--- config.mk ---
export PLATFORM = sky130hd
export DESIGN_NAME = menu_input_controller
export DESIGN_NICKNAME = d
export VERILOG_FILES = /design/src/rtl/menu_input_controller.sv
export SDC_FILE = /design/constraint.sdc
export NUM_CORES = 1
export LEC_CHECK = 0
export CAP_MARGIN = 40
export CELL_PAD_IN_SITES_DETAIL_PLACEMENT = 1
export CELL_PAD_IN_SITES_GLOBAL_PLACEMENT = 1
export CORE_ASPECT_RATIO = 1.75
export CORE_UTILIZATION = 49
export DETAILED_ROUTE_END_ITERATION = 7
export GPL_ROUTABILITY_DRIVEN = 0
export PLACE_DENSITY = 0.89
export SLEW_MARGIN = 30
export SYNTH_ARGS = -nofsm -noshare
export SYNTH_HDL_FRONTEND = slang
export SYNTH_SLANG_ARGS = --single-unit
--- constraint.sdc ---
create_clock -name Clock -period 2.7 [get_ports Clock]
set_input_delay 0.405 -clock Clock [delete_from_list [all_inputs] [get_ports Clock]]
set_output_delay 0.405 -clock Clock [all_outputs]
set_load 0.03 [all_outputs]
--- src/rtl/menu_input_controller.sv ---
// Menu input controller: synchronizes and debounces four push buttons, turns
// debounced presses into one-cycle events and steps a small browse/edit FSM
// that drives the display Selector code and the Increment strobe.
// Optional feature macro: MENU_AUTO_REPEAT_EN (auto-repeat of the Inc key).
module menu_input_controller #(
    parameter int DEBOUNCE_CYCLES = 500000,
    parameter int NUM_MENUS       = 8,
    parameter int REPEAT_DELAY    = 25000000,
    parameter int REPEAT_PERIOD   = 10000000
) (
    input  logic       Clock,
    input  logic       Reset,
    input  logic       KeyNext_n,
    input  logic       KeyPrev_n,
    input  logic       KeySel_n,
    input  logic       KeyInc_n,
    output logic [7:0] Selector,
    output logic       Increment,
    output logic       EditMode
);

    localparam int              CW        = (DEBOUNCE_CYCLES > 1) ? $clog2(DEBOUNCE_CYCLES + 1) : 1;
    localparam logic [CW-1:0]   DB_LAST   = CW'(DEBOUNCE_CYCLES - 1);
    localparam logic [7:0]      LAST_MENU = 8'(NUM_MENUS - 1);
    localparam logic [7:0]      SEL_PERS  = 8'd20;
    localparam logic [7:0]      SEL_AREA  = 8'd21;

    // Key index: 0 Next, 1 Prev, 2 Sel, 3 Inc (all active low at the pins)
    typedef enum logic [1:0] {BROWSE, EDIT_PERSON, EDIT_AREA} state_t;

    logic [3:0]    w_raw;
    logic [3:0]    r_sync1, r_sync2, r_db, r_evt, r_lock;
    logic [1:0]    r_svld;
    logic [CW-1:0] r_cnt [4];
    state_t        r_state, w_state_n;
    logic [7:0]    w_sel_n;
    logic          w_inc_n;
    logic          w_next, w_prev, w_sel, w_inc, w_rpt;

    assign w_raw = {KeyInc_n, KeySel_n, KeyPrev_n, KeyNext_n};

    // Two-flop synchronizers, per-key debounce counters and press-event pulses.
    // r_lock suppresses the press of a key that was held through reset until
    // the synchronized input has been seen released; r_svld marks when the
    // synchronizer holds real samples again after reset.
    always_ff @(posedge Clock) begin
        if (Reset) begin
            r_sync1 <= '1;
            r_sync2 <= '1;
            r_db    <= '1;
            r_evt   <= '0;
            r_lock  <= '1;
            r_svld  <= '0;
            for (int k = 0; k < 4; k++) r_cnt[k] <= '0;
        end else begin
            r_sync1 <= w_raw;
            r_sync2 <= r_sync1;
            r_svld  <= {r_svld[0], 1'b1};
            for (int k = 0; k < 4; k++) begin
                r_evt[k] <= 1'b0;
                if (r_svld[1] && r_sync2[k]) r_lock[k] <= 1'b0;
                if (r_sync2[k] == r_db[k]) begin
                    r_cnt[k] <= '0;
                end else if (r_cnt[k] == DB_LAST) begin
                    r_cnt[k] <= '0;
                    r_db[k]  <= r_sync2[k];
                    r_evt[k] <= ~r_sync2[k] & ~r_lock[k];
                end else begin
                    r_cnt[k] <= r_cnt[k] + 1'b1;
                end
            end
        end
    end

    // Simultaneous Next and Prev cancel each other
    assign w_next = r_evt[0] & ~r_evt[1];
    assign w_prev = r_evt[1] & ~r_evt[0];
    assign w_sel  = r_evt[2];
    assign w_inc  = r_evt[3] | w_rpt;

`ifdef MENU_AUTO_REPEAT_EN
    logic [31:0] r_rcnt, w_rlim;
    logic        r_rarm, r_rfirst, r_rpt;

    // r_rcnt counts cycles since the last Inc event/repeat; the first repeat
    // waits REPEAT_DELAY, later ones REPEAT_PERIOD
    assign w_rlim = r_rfirst ? 32'(REPEAT_DELAY - 1) : 32'(REPEAT_PERIOD - 1);

    // Auto-repeat timer: armed by an accepted Inc press in an edit state,
    // dropped on release, state exit or reset
    always_ff @(posedge Clock) begin
        if (Reset) begin
            r_rcnt   <= '0;
            r_rarm   <= 1'b0;
            r_rfirst <= 1'b0;
            r_rpt    <= 1'b0;
        end else begin
            r_rpt <= 1'b0;
            if (r_evt[3] && !r_evt[2] && r_state != BROWSE) begin
                r_rarm   <= 1'b1;
                r_rfirst <= 1'b1;
                r_rcnt   <= 32'd1;
            end else if (r_rarm && !r_db[3] && r_state != BROWSE) begin
                if (r_rcnt == w_rlim) begin
                    r_rpt    <= 1'b1;
                    r_rcnt   <= '0;
                    r_rfirst <= 1'b0;
                end else begin
                    r_rcnt <= r_rcnt + 32'd1;
                end
            end else begin
                r_rarm   <= 1'b0;
                r_rfirst <= 1'b0;
                r_rcnt   <= '0;
            end
        end
    end

    assign w_rpt = r_rpt;
`else
    // No repeat timer: the repeat parameters only appear in this constant-false term
    assign w_rpt = (REPEAT_DELAY < 0) && (REPEAT_PERIOD < 0);
`endif

    // Next-state, next-Selector and Increment decode; Sel beats Inc
    always_comb begin
        w_state_n = r_state;
        w_sel_n   = Selector;
        w_inc_n   = 1'b0;
        case (r_state)
            BROWSE: begin
                if (w_sel) begin
                    if (Selector == 8'd4) begin
                        w_state_n = EDIT_PERSON;
                        w_sel_n   = SEL_PERS;
                    end else if (Selector == 8'd5) begin
                        w_state_n = EDIT_AREA;
                        w_sel_n   = SEL_AREA;
                    end
                end else if (w_next) begin
                    w_sel_n = (Selector >= LAST_MENU) ? 8'd0 : Selector + 8'd1;
                end else if (w_prev) begin
                    w_sel_n = (Selector == 8'd0) ? LAST_MENU : Selector - 8'd1;
                end
            end
            EDIT_PERSON: begin
                if (w_sel) begin
                    w_state_n = BROWSE;
                    w_sel_n   = 8'd4;
                end else begin
                    w_inc_n = w_inc;
                end
            end
            EDIT_AREA: begin
                if (w_sel) begin
                    w_state_n = BROWSE;
                    w_sel_n   = 8'd5;
                end else begin
                    w_inc_n = w_inc;
                end
            end
            default: begin
                w_state_n = BROWSE;
                w_sel_n   = 8'd0;
            end
        endcase
    end

    // State and registered outputs
    always_ff @(posedge Clock) begin
        if (Reset) begin
            r_state   <= BROWSE;
            Selector  <= 8'd0;
            Increment <= 1'b0;
            EditMode  <= 1'b0;
        end else begin
            r_state   <= w_state_n;
            Selector  <= w_sel_n;
            Increment <= w_inc_n;
            EditMode  <= (w_state_n != BROWSE);
        end
    end

endmodule

# Word-level counts from Yosys, hierarchy flattened
# Memory sizes are Yosys's and may differ from the RTL's.
# Cells that the tools add are included.
[totals]
n_memories = 1
elab_cells = 173
ff_bits = 34
ramBits = 76
in_bits = 6
[memory_table]
columns = ["name", "depth", "word_bits", "rd", "rd_ports_with_merged_regs", "wr", "line_no", "source"]
rows = [
  ["r_cnt", 4, 19, 4, 0, 4, "34", "logic [CW-1:0] r_cnt [4];"],
]
[op_classes]
bitwise_logic = 37
n_addsub = 6
n_mux = 74
eq_ne = 16
n_reduce_logical = 18
order_cmp = 1
[ops]
columns = ["cell", "count"]
rows = [
  ["2-to-1 mux 19 bit", 12],
  ["adder 19 x 1 -> 19 bit, second input constant", 4],
  ["equality test 19 bit, second input constant", 4],
  ["2-to-1 mux 8 bit", 9],
  ["2-to-1 mux 1 bit", 47],
  ["one-hot mux 8 bit (3 select lines)", 1],
  ["NOT 1 bit", 19],
  ["equality test 8 x 3 -> 1 bit, second input constant", 2],
  ["OR reduction 3 bit", 5],
  ["bitwise OR 1 bit", 12],
  ["adder 8 x 1 -> 8 bit, second input constant", 1],
  [">= comparator 8 x 3 -> 1 bit, second input constant", 1],
  ["zero test 8 bit", 1],
  ["2-to-1 mux 2 bit", 4],
  ["!= test 4 bit, second input constant", 2],
  ["AND reduction 2 bit", 4],
  ["subtractor 8 x 1 -> 8 bit, second input constant", 1],
  ["AND 1 bit", 6],
  ["equality test 1 bit", 4],
  ["logical AND 1 bit", 4],
  ["!= test 2 bit, second input constant", 2],
  ["one-hot mux 2 bit (2 select lines)", 1],
  ["AND reduction 4 bit", 1],
  ["equality test 2 x 1 -> 1 bit, second input constant", 1],
  ["other kinds (4)", 4],
]

# Logic depth before layout (Yosys ltp)
# Gate-level depths: netlist of run 1.
# An unclocked memory read counts as a cell.
[logic_depth]
word_depth = 8
ltp_mapped = 9
depth_no_buf = 7

# Worst setup path before layout of run 1
# OpenSTA, ideal clock, no wires.
[synth_path]
path_type = "register to register"
startpoint = "register Selector[0]"
endpoint = "register Selector[5]"
path_stages_with_launch = 8
period_less_slack_ps = 2081
t_arrival_ps = 1961
setup_ps = 120
n_path_buf = 0
slack_ps = 619
path_cell_list = "dfxtp_1 > inv_1 > ha_1 > or4b_4 > nor3_4 > nor3_1 > and3_1 > a211o_1"
[synth_via]
elab_chain_cells = 6
[synth_lines]
columns = ["element", "line_no", "source"]
rows = [
  ["start: declaration", "17", "output logic [7:0] Selector,"],
  ["start signal: assignment", "178", "Selector <= w_sel_n;"],
  ["subtractor 8 x 1 -> 8 bit or zero test 8 bit (tied branches)", "143", "w_sel_n = (Selector == 8'd0) ? LAST_MENU : Selector - 8'd1;"],
  ["2-to-1 mux 8 bit", "143", ""],
  ["2-to-1 mux 8 bit", "142", "end else if (w_prev) begin"],
  ["2-to-1 mux 8 bit", "140", "end else if (w_next) begin"],
  ["2-to-1 mux 8 bit", "132", "if (w_sel) begin"],
  ["one-hot mux 8 bit (3 select lines)", "130", "case (r_state)"],
]
# Several ways; a longest one is shown, not always the timed one. The select of a mux whose other input is x is not followed.
# A chain may end at the register's enable or synchronous reset.

# Final worst setup path of run 1
[layout_path]
startpoint = "register r_state[1]"
endpoint = "register Selector[0]"
[layout_via]
elab_chain_cells = 3
[layout_lines]
columns = ["element", "line_no", "source"]
rows = [
  ["start: declaration", "35", "state_t r_state, w_state_n;"],
  ["start signal: assignment", "177", "r_state <= w_state_n;"],
  ["zero test 2 bit, or another cell as far along", "130", ""],
  ["!= test 4 bit (no line) or != test 2 bit (tied branches)", "-", ""],
  ["AND reduction 4 bit (no line)", "-", ""],
]
# Several ways; a longest one is shown, not always the timed one.

==> results.md, run 1 <==
- Avg WL per Cell: about 17 um
- Largest net degree at the start of global routing: 21
- Yosys Warn Count: 0
- WHS Endpoint: r_sync2[2]
- Fmax: 424 MHz
- GRT overflow: 0
- Area grow syn2layout: 14.4%
- Wl on met1: 4.84 mm
- Core region area: 11200 um2
- Hold Path Depth: 1
- Setup bufs post-CTS: 0
- Ys async rst share: 0
- Vias per cell: 5.46
- Initial DRC Count: 245
- Status: complete, no violations
- Post-route ant nets: 0
- Cell taking the most area after synthesis: edfxtp_1
- Die width: 83.4 um
- Cts hold-fix bufs: 0
- Place WS: 0.498 ns
- Highest metal layer with signal wires: met4
- CP Data Arrival Time: roughly 2.6 ns
- FP Rows: 51
- Worst reg-to-reg path cell count: 7
- Clk_lat worst skew: 0.35 ns
- Initial antenna violation count: 0
- H-Tree Depth: 3
- Clock Sinks: 110
- HP Start: r_sync1[2]
- Cell Area, Synth: 5690 um2
- RSZ-0062 raised after global routing: false
- Number of gates resized after CTS: 0
- CTS Buf Count: 9
- Worst setup EP type: flip-flop
- P_leak: roughly 2.4 nW
- I/O pin total: 16
- Worst Slack Setup Final: 0.343 ns
- Number of global-route vias before repair: 4748
- Register clock-pin slew on the reported worst setup and hold paths: roughly 0.070 ns
- Seq/Total Area, Yosys: 0.521
- Via Count: 4295
- Root Buffer: clkbuf_16
- Worst-Margin Slew: just under 0.8 ns
- Synth cell count leaders: nor2_1 (103), edfxtp_1 (76), nand2_1 (55), xor2_1 (44), nand3_1 (35)
- Longest Clk Path Bufs: 2
- Final HPWL from detailed placement: 9.69 mm
- Post-synth EDFFs: 76
- Worst endpoint required time: a little under 3 ns
- DIE HEIGHT: between 100 and 150 um
- Synth cell types: between 50 and 60
- Power Density: 514 nW/um2
- Initial core utilization: 0.506
- Final Critical Period: 2.36 ns
- Final Setup Violations: 0
- Met3 WL post-DR: between 200 and 300 um
- Peak supply drop: 0.000346 V
- Setup_tns: 0 ns
- Hold slack: a little over 0.4 ns
- Crit path max fanout: 10
- R2r startpoint: r_state[1]
- Final WL: 13.3 mm
- DRC viols: 0
- Met2 routed WL: 7.75 mm
- Setup crit start kind: flip-flop
- Fin util: 0.579
- Hold Crit Class: reg -> reg
- Ant. Diodes: 0
- Top cells by area, synth: edfxtp_1 (40%), dfxtp_1 (12%), nor2_1 (6.8%), xor2_1 (6.8%), xnor2_1 (4.5%)
- Reg2reg setup slack: about 0.34 ns
- Reg-to-Reg End: Selector[0]
- Mean Syn Cell Area: between 10 and 15 um2
- Final #Nets: 668
- Port Buf Inserts: 15
- GRT Resource Usage Total: 0.236
- Crit share post-route: 0.873
- Max-cap violation count: 0
- Die area: roughly 12000 um2
- Yosys top cell area share: 0.401
- FF+latch count, synth: between 100 and 150
- Crit Path Category: reg -> reg
- Slew margin rel.: 0.465
- Cells after Synth: 560
- Ratio of cells with drive above 1 in the final layout: 0.0565
- First-pass GRT wire length: 22.2 mm
- Clock Skews: slightly above 0.007 ns
- Count leader, synth: nor2_1
- Ys flop type: edfxtp_1
- Final Hold Fails: 0
- Number of fill cells in the layout: 1278
- Initial DRT Pass Iterations: 4
- Max Slew Vio Count: 0
- CTS tree: done
routing by layer:
layer	track usage	vias up
met1	0.224	2131
li1	-	2071
met3	0.0331	32
met4	0.107	0
met5	0	-
met2	0.487	61
placed cells by master (no fill, tap or decap), types with 5 or more instances in the layout:
cell type and n:
buf_4 5, xor2_1 44, clkbuf_16 10, or2_2 10, dfxtp_1 34, nor2_1 103
clkdlybuf4s50_1 15, nand3_1 35, and4_1 6, ha_1 12, inv_1 14, nor4b_1 6
edfxtp_1 76, nor3_1 15, nand4_1 16, conb_1 76, and2_1 6, nor4_1 9
a21oi_1 6, and3_1 12, nand2_1 55, xnor2_1 29
where the power goes:
| part | switching [mW] | internal [mW] | leakage (nW) |
|---|---|---|---|
| clock | 0.591 | 0.692 | 0.142 |
| sequential | 0.0645 | 1.86 | 1.06 |
| combinational | 0.0817 | 0.0555 | 1.19 |
through the flow:
step	std cells	area [um2]	power, mW
floorplan	635	5970	2.04
global placement	771	6220	2.08
detailed placement	771	6220	2.09
CTS	787	6500	3.36
global route	787	6500	3.45
finish	787	6500	3.34
sequential cells by signal (all words and copies together) (netlist names):
signal     flops
r_svld         2
r_evt          4
r_lock         4
r_cnt         76
Increment      1
r_state        2
r_sync1        4
r_db           4
EditMode       1
r_sync2        4
Selector       8
cell type report:
type | instances | area, um2 | area share
Inverter | 14 | 52.6 | 0.00808
Sequential cell | 110 | 2960 | 0.456
Clock buffer | 13 | 265 | 0.0408
Tap cell | 132 | 165 | 0.0254
Multi-Input combinational cell | 495 | 2850 | 0.439
Clock inverter | 3 | 16.3 | 0.00250
Timing Repair Buffer | 20 | 188 | 0.0289
worst max-delay path: stages (launching register included):
cell	delay, ns
dfxtp_1	0.40
inv_1	0.14
ha_1	0.34
and2_1	0.22
a311oi_1	0.31
or2_1	0.39
o21ai_0	0.20
o221a_1	0.24
kinds of logic (layout without fill, tap and decap cells):
kind of cell | after synthesis | after routing | synth area share
AOI/OAI and AO/OA | 30 | 30 | 0.0387
xor gates and xnor gates | 73 | 73 | 0.112
adders and majority gates | 12 | 12 | 0.0264
buffers and inverters | 30 | 50 | 0.0264
DFF | 110 | 110 | 0.521
muxes | 4 | 4 | 0.00704
other | 1 | 76 | 0.000660
and+or+nand+nor | 300 | 300 | 0.267
worst max-delay path by stage:
stage	slack, ns	startpoint	depth (start not counted)	to
CTS	0.34	r_state[1]	7	Selector[0]
global route	0.19	r_state[1]	7	Selector[0]
detailed placement	0.50	Selector[0]	7	Selector[5]
finish	0.34	r_state[1]	7	Selector[0]
global placement	0.63	r_cnt[1][0]	6	r_cnt[1][18]
floorplan	0.62	Selector[0]	7	Selector[5]
Note: power is estimated with default switching activity, not from simulation.
==> run 2: changes to the inputs <==
--- a/config.mk
+++ b/config.mk
@@ -9,10 +9,10 @@
 export CELL_PAD_IN_SITES_DETAIL_PLACEMENT = 1
 export CELL_PAD_IN_SITES_GLOBAL_PLACEMENT = 1
 export CORE_ASPECT_RATIO = 1.75
-export CORE_UTILIZATION = 49
+export CORE_UTILIZATION = 39
 export DETAILED_ROUTE_END_ITERATION = 7
 export GPL_ROUTABILITY_DRIVEN = 0
-export PLACE_DENSITY = 0.89
+export PLACE_DENSITY = 0.76
 export SLEW_MARGIN = 30
 export SYNTH_ARGS = -nofsm -noshare
 export SYNTH_HDL_FRONTEND = slang
==> results.md, run 2 (synthesis results as in run 1) <==
- Crit share post-route: 0.852 (-0.0207)
- Number of global-route vias before repair: 4583 (-3.5%)
- Placed Cells incl. Taps: 819 (+6.2%)
- Core region area: 14300 um2 (+27%)
- Number of gates resized after CTS: 0 (unchanged)
- Die area: 15100 um2 (+25%)
- Initial DRC Count: 87 (-64%)
- P_leak: 2.41 nW (+0.39%)
- WHS Endpoint: r_sync2[0]
- Worst Slack Setup Final: 0.399 ns (+0.0558 ns)
- Hold Crit Class: reg -> reg
- Max Slew Vio Count: 0 (unchanged)
- Reg-to-Reg End: r_cnt[1][8]
- Longest Clk Path Bufs: 2 (unchanged)
- Regs by FF count: r_cnt: 76 flops, Selector: 8 flops
- Most common cell after layout, fill and taps aside: nor2_1
- Final WL: 11.9 mm (-10%)
- RSZ-0062 raised after global routing: false
- Placement Cell Area: 6280 um2 (+0.97%)
- Post-route ant nets: 0 (unchanged)
- CP Data Arrival Time: 2.37 ns (-0.23 ns)
- Worst setup EP type: flip-flop
- Vias per cell: 5.04 (-7.7%)
- H-Tree Depth: 3 (unchanged)
- Worst endpoint required time: 2.77 ns (-0.17 ns)
- FP Rows: 58 (+14%)
- Hold Path Depth: 1 (unchanged)
- Design area: 6600 um2 (+1.4%)
- Ratio of cells with drive above 1 in the final layout: 0.0565 (unchanged)
- First-pass GRT wire length: 20.8 mm (-6.5%)
- Root Buffer: clkbuf_16
- Max FFs per register: 76 (unchanged)
- CTS Buf Count: 9 (unchanged)
- Initial DRT Pass Iterations: 4 (unchanged)
- Crit Path Category: reg -> reg
- Fmax: 435 MHz (+2.4%)
- Multi-input gate area: 2850 um2 (unchanged)
- Final #Nets: 668 (unchanged)
- Clock Skews: 0.0108 ns (+0.00363 ns)
- GRT Resource Usage Total: 0.175 (-0.0610)
- Largest net degree at the start of global routing: 20 (-4.8%)
- DRC viols: 0 (unchanged)
- GRT overflow: 0 (unchanged)
- Setup_tns: 0 ns (unchanged)
- Initial antenna violation count: 0 (unchanged)
- Fin util: 0.461 (-0.118)
- Setup bufs post-CTS: 0 (unchanged)
- Die width: 93.3 um (+12%)
- Clk_lat worst skew: 0.35 ns (about the same)
- Status: complete, no violations
- Final Hold Fails: 0 (unchanged)
- Peak supply drop: 0.000262 V (-24%)
- Area grow syn2layout: 16.0%
- Final HPWL from detailed placement: 9.13 mm (-5.8%)
- Max-cap violation count: 0 (unchanged)
- Cts hold-fix bufs: 0 (unchanged)
- Avg WL per Cell: 14.3 um (-15%)
- Crit path max fanout: 19 (+9)
- Slew margin rel.: 0.483 (+0.0182)
- Register area: 2960 um2 (unchanged)
- Port Buf Inserts: 15 (unchanged)
- Power Density: 523 nW/um2 (+1.7%)
- CTS tree: done
- I/O pin total: 16 (unchanged)
- Number of fill cells in the layout: 1635 (+28%)
- Worst-Margin Slew: 0.768 ns (-0.0271 ns)
- Setup crit start kind: flip-flop
- Place WS: 0.365 ns (-0.133 ns)
- Hold slack: 0.412 ns (-0.00113 ns)
- Total power: 3.45 mW (+3.2%)
- Reg2reg setup slack: 0.40 ns (+0.06 ns)
- Commonest cells after routing, fill and taps aside: nor2_1 (103), edfxtp_1 (76), conb_1 (76)
- HP Start: r_sync1[0]
- Register clock-pin slew on the reported worst setup and hold paths: 0.07 ns (about the same)
- Final Critical Period: 2.30 ns (-0.0558 ns)
- Ant. Diodes: 0 (unchanged)
- DIE HEIGHT: 162 um (+12%)
- Initial core utilization: 0.398 (-0.109)
- Final Setup Violations: 0 (unchanged)
- Worst reg-to-reg path cell count: 5 (-2)
- Most flop-heavy register: r_cnt
- Clock Sinks: 110 (unchanged)
- Fin cells: 835 (+6.1%)
- R2r startpoint: r_cnt[1][0]
- Via Count: 4205 (-2.1%)
==> run 2: cell type report <==
cell class	count	area share
Tap cell	180	0.0341
Timing Repair Buffer	20	0.0285
Clock inverter	7	0.0135
Sequential cell	110	0.449
Inverter	14	0.00797
Multi-Input combinational cell	495	0.433
Clock buffer	9	0.0341
==> run 2: critical path, stage by stage, from the launching register on <==
cell and delay [ns]:
edfxtp_1 0.40, ha_1 0.24, nand4_1 0.22, nor3_1 0.43
or3_1 0.59, nor2_1 0.13
==> run 2: how the worst max path moves through the flow <==
stage | startpoint | endpoint | cells past startpoint
global route | r_cnt[1][0] | r_cnt[1][15] | 5
CTS | r_cnt[1][0] | r_cnt[1][8] | 5
finish | r_cnt[1][0] | r_cnt[1][8] | 5
detailed placement | r_cnt[1][0] | r_cnt[1][8] | 5
floorplan | Selector[0] | Selector[5] | 7
global placement | Reset | r_cnt[1][12] | 4
==> run 2: layer usage <==
| layer | routed length, um | track usage | part of all wire |
|---|---|---|---|
| met1 | 4590 | 0.174 | 0.38 |
| met3 | 196 | 0.0229 | 0.016 |
| met5 | 0 | 0 | 0 |
| met2 | 6820 | 0.342 | 0.57 |
| met4 | 332 | 0.0867 | 0.028 |
==> run 2: report_power, final <==
part / internal [mW] / total [mW] / switching, mW
clock network: 0.807 / 1.40 / 0.591
logic: 0.0549 / 0.131 / 0.0761
registers: 1.86 / 1.92 / 0.0626
==> run 3: changes to the inputs <==
--- a/config.mk
+++ b/config.mk
@@ -10,6 +10,7 @@
 export CELL_PAD_IN_SITES_GLOBAL_PLACEMENT = 1
 export CORE_ASPECT_RATIO = 1.75
 export CORE_UTILIZATION = 39
+export CTS_CLUSTER_SIZE = 24
 export DETAILED_ROUTE_END_ITERATION = 7
 export GPL_ROUTABILITY_DRIVEN = 0
 export PLACE_DENSITY = 0.76
==> constraint.sdc (replaced) <==
create_clock -name Clock -period 2.7 [get_ports Clock]
set_input_delay 0.405 -clock Clock [delete_from_list [all_inputs] [get_ports Clock]]
set_output_delay 0.405 -clock Clock [all_outputs]
set_load 0.01 [all_outputs]
==> results of run 3 <==
Final layout, timing and power as in run 2 (identical DEF).
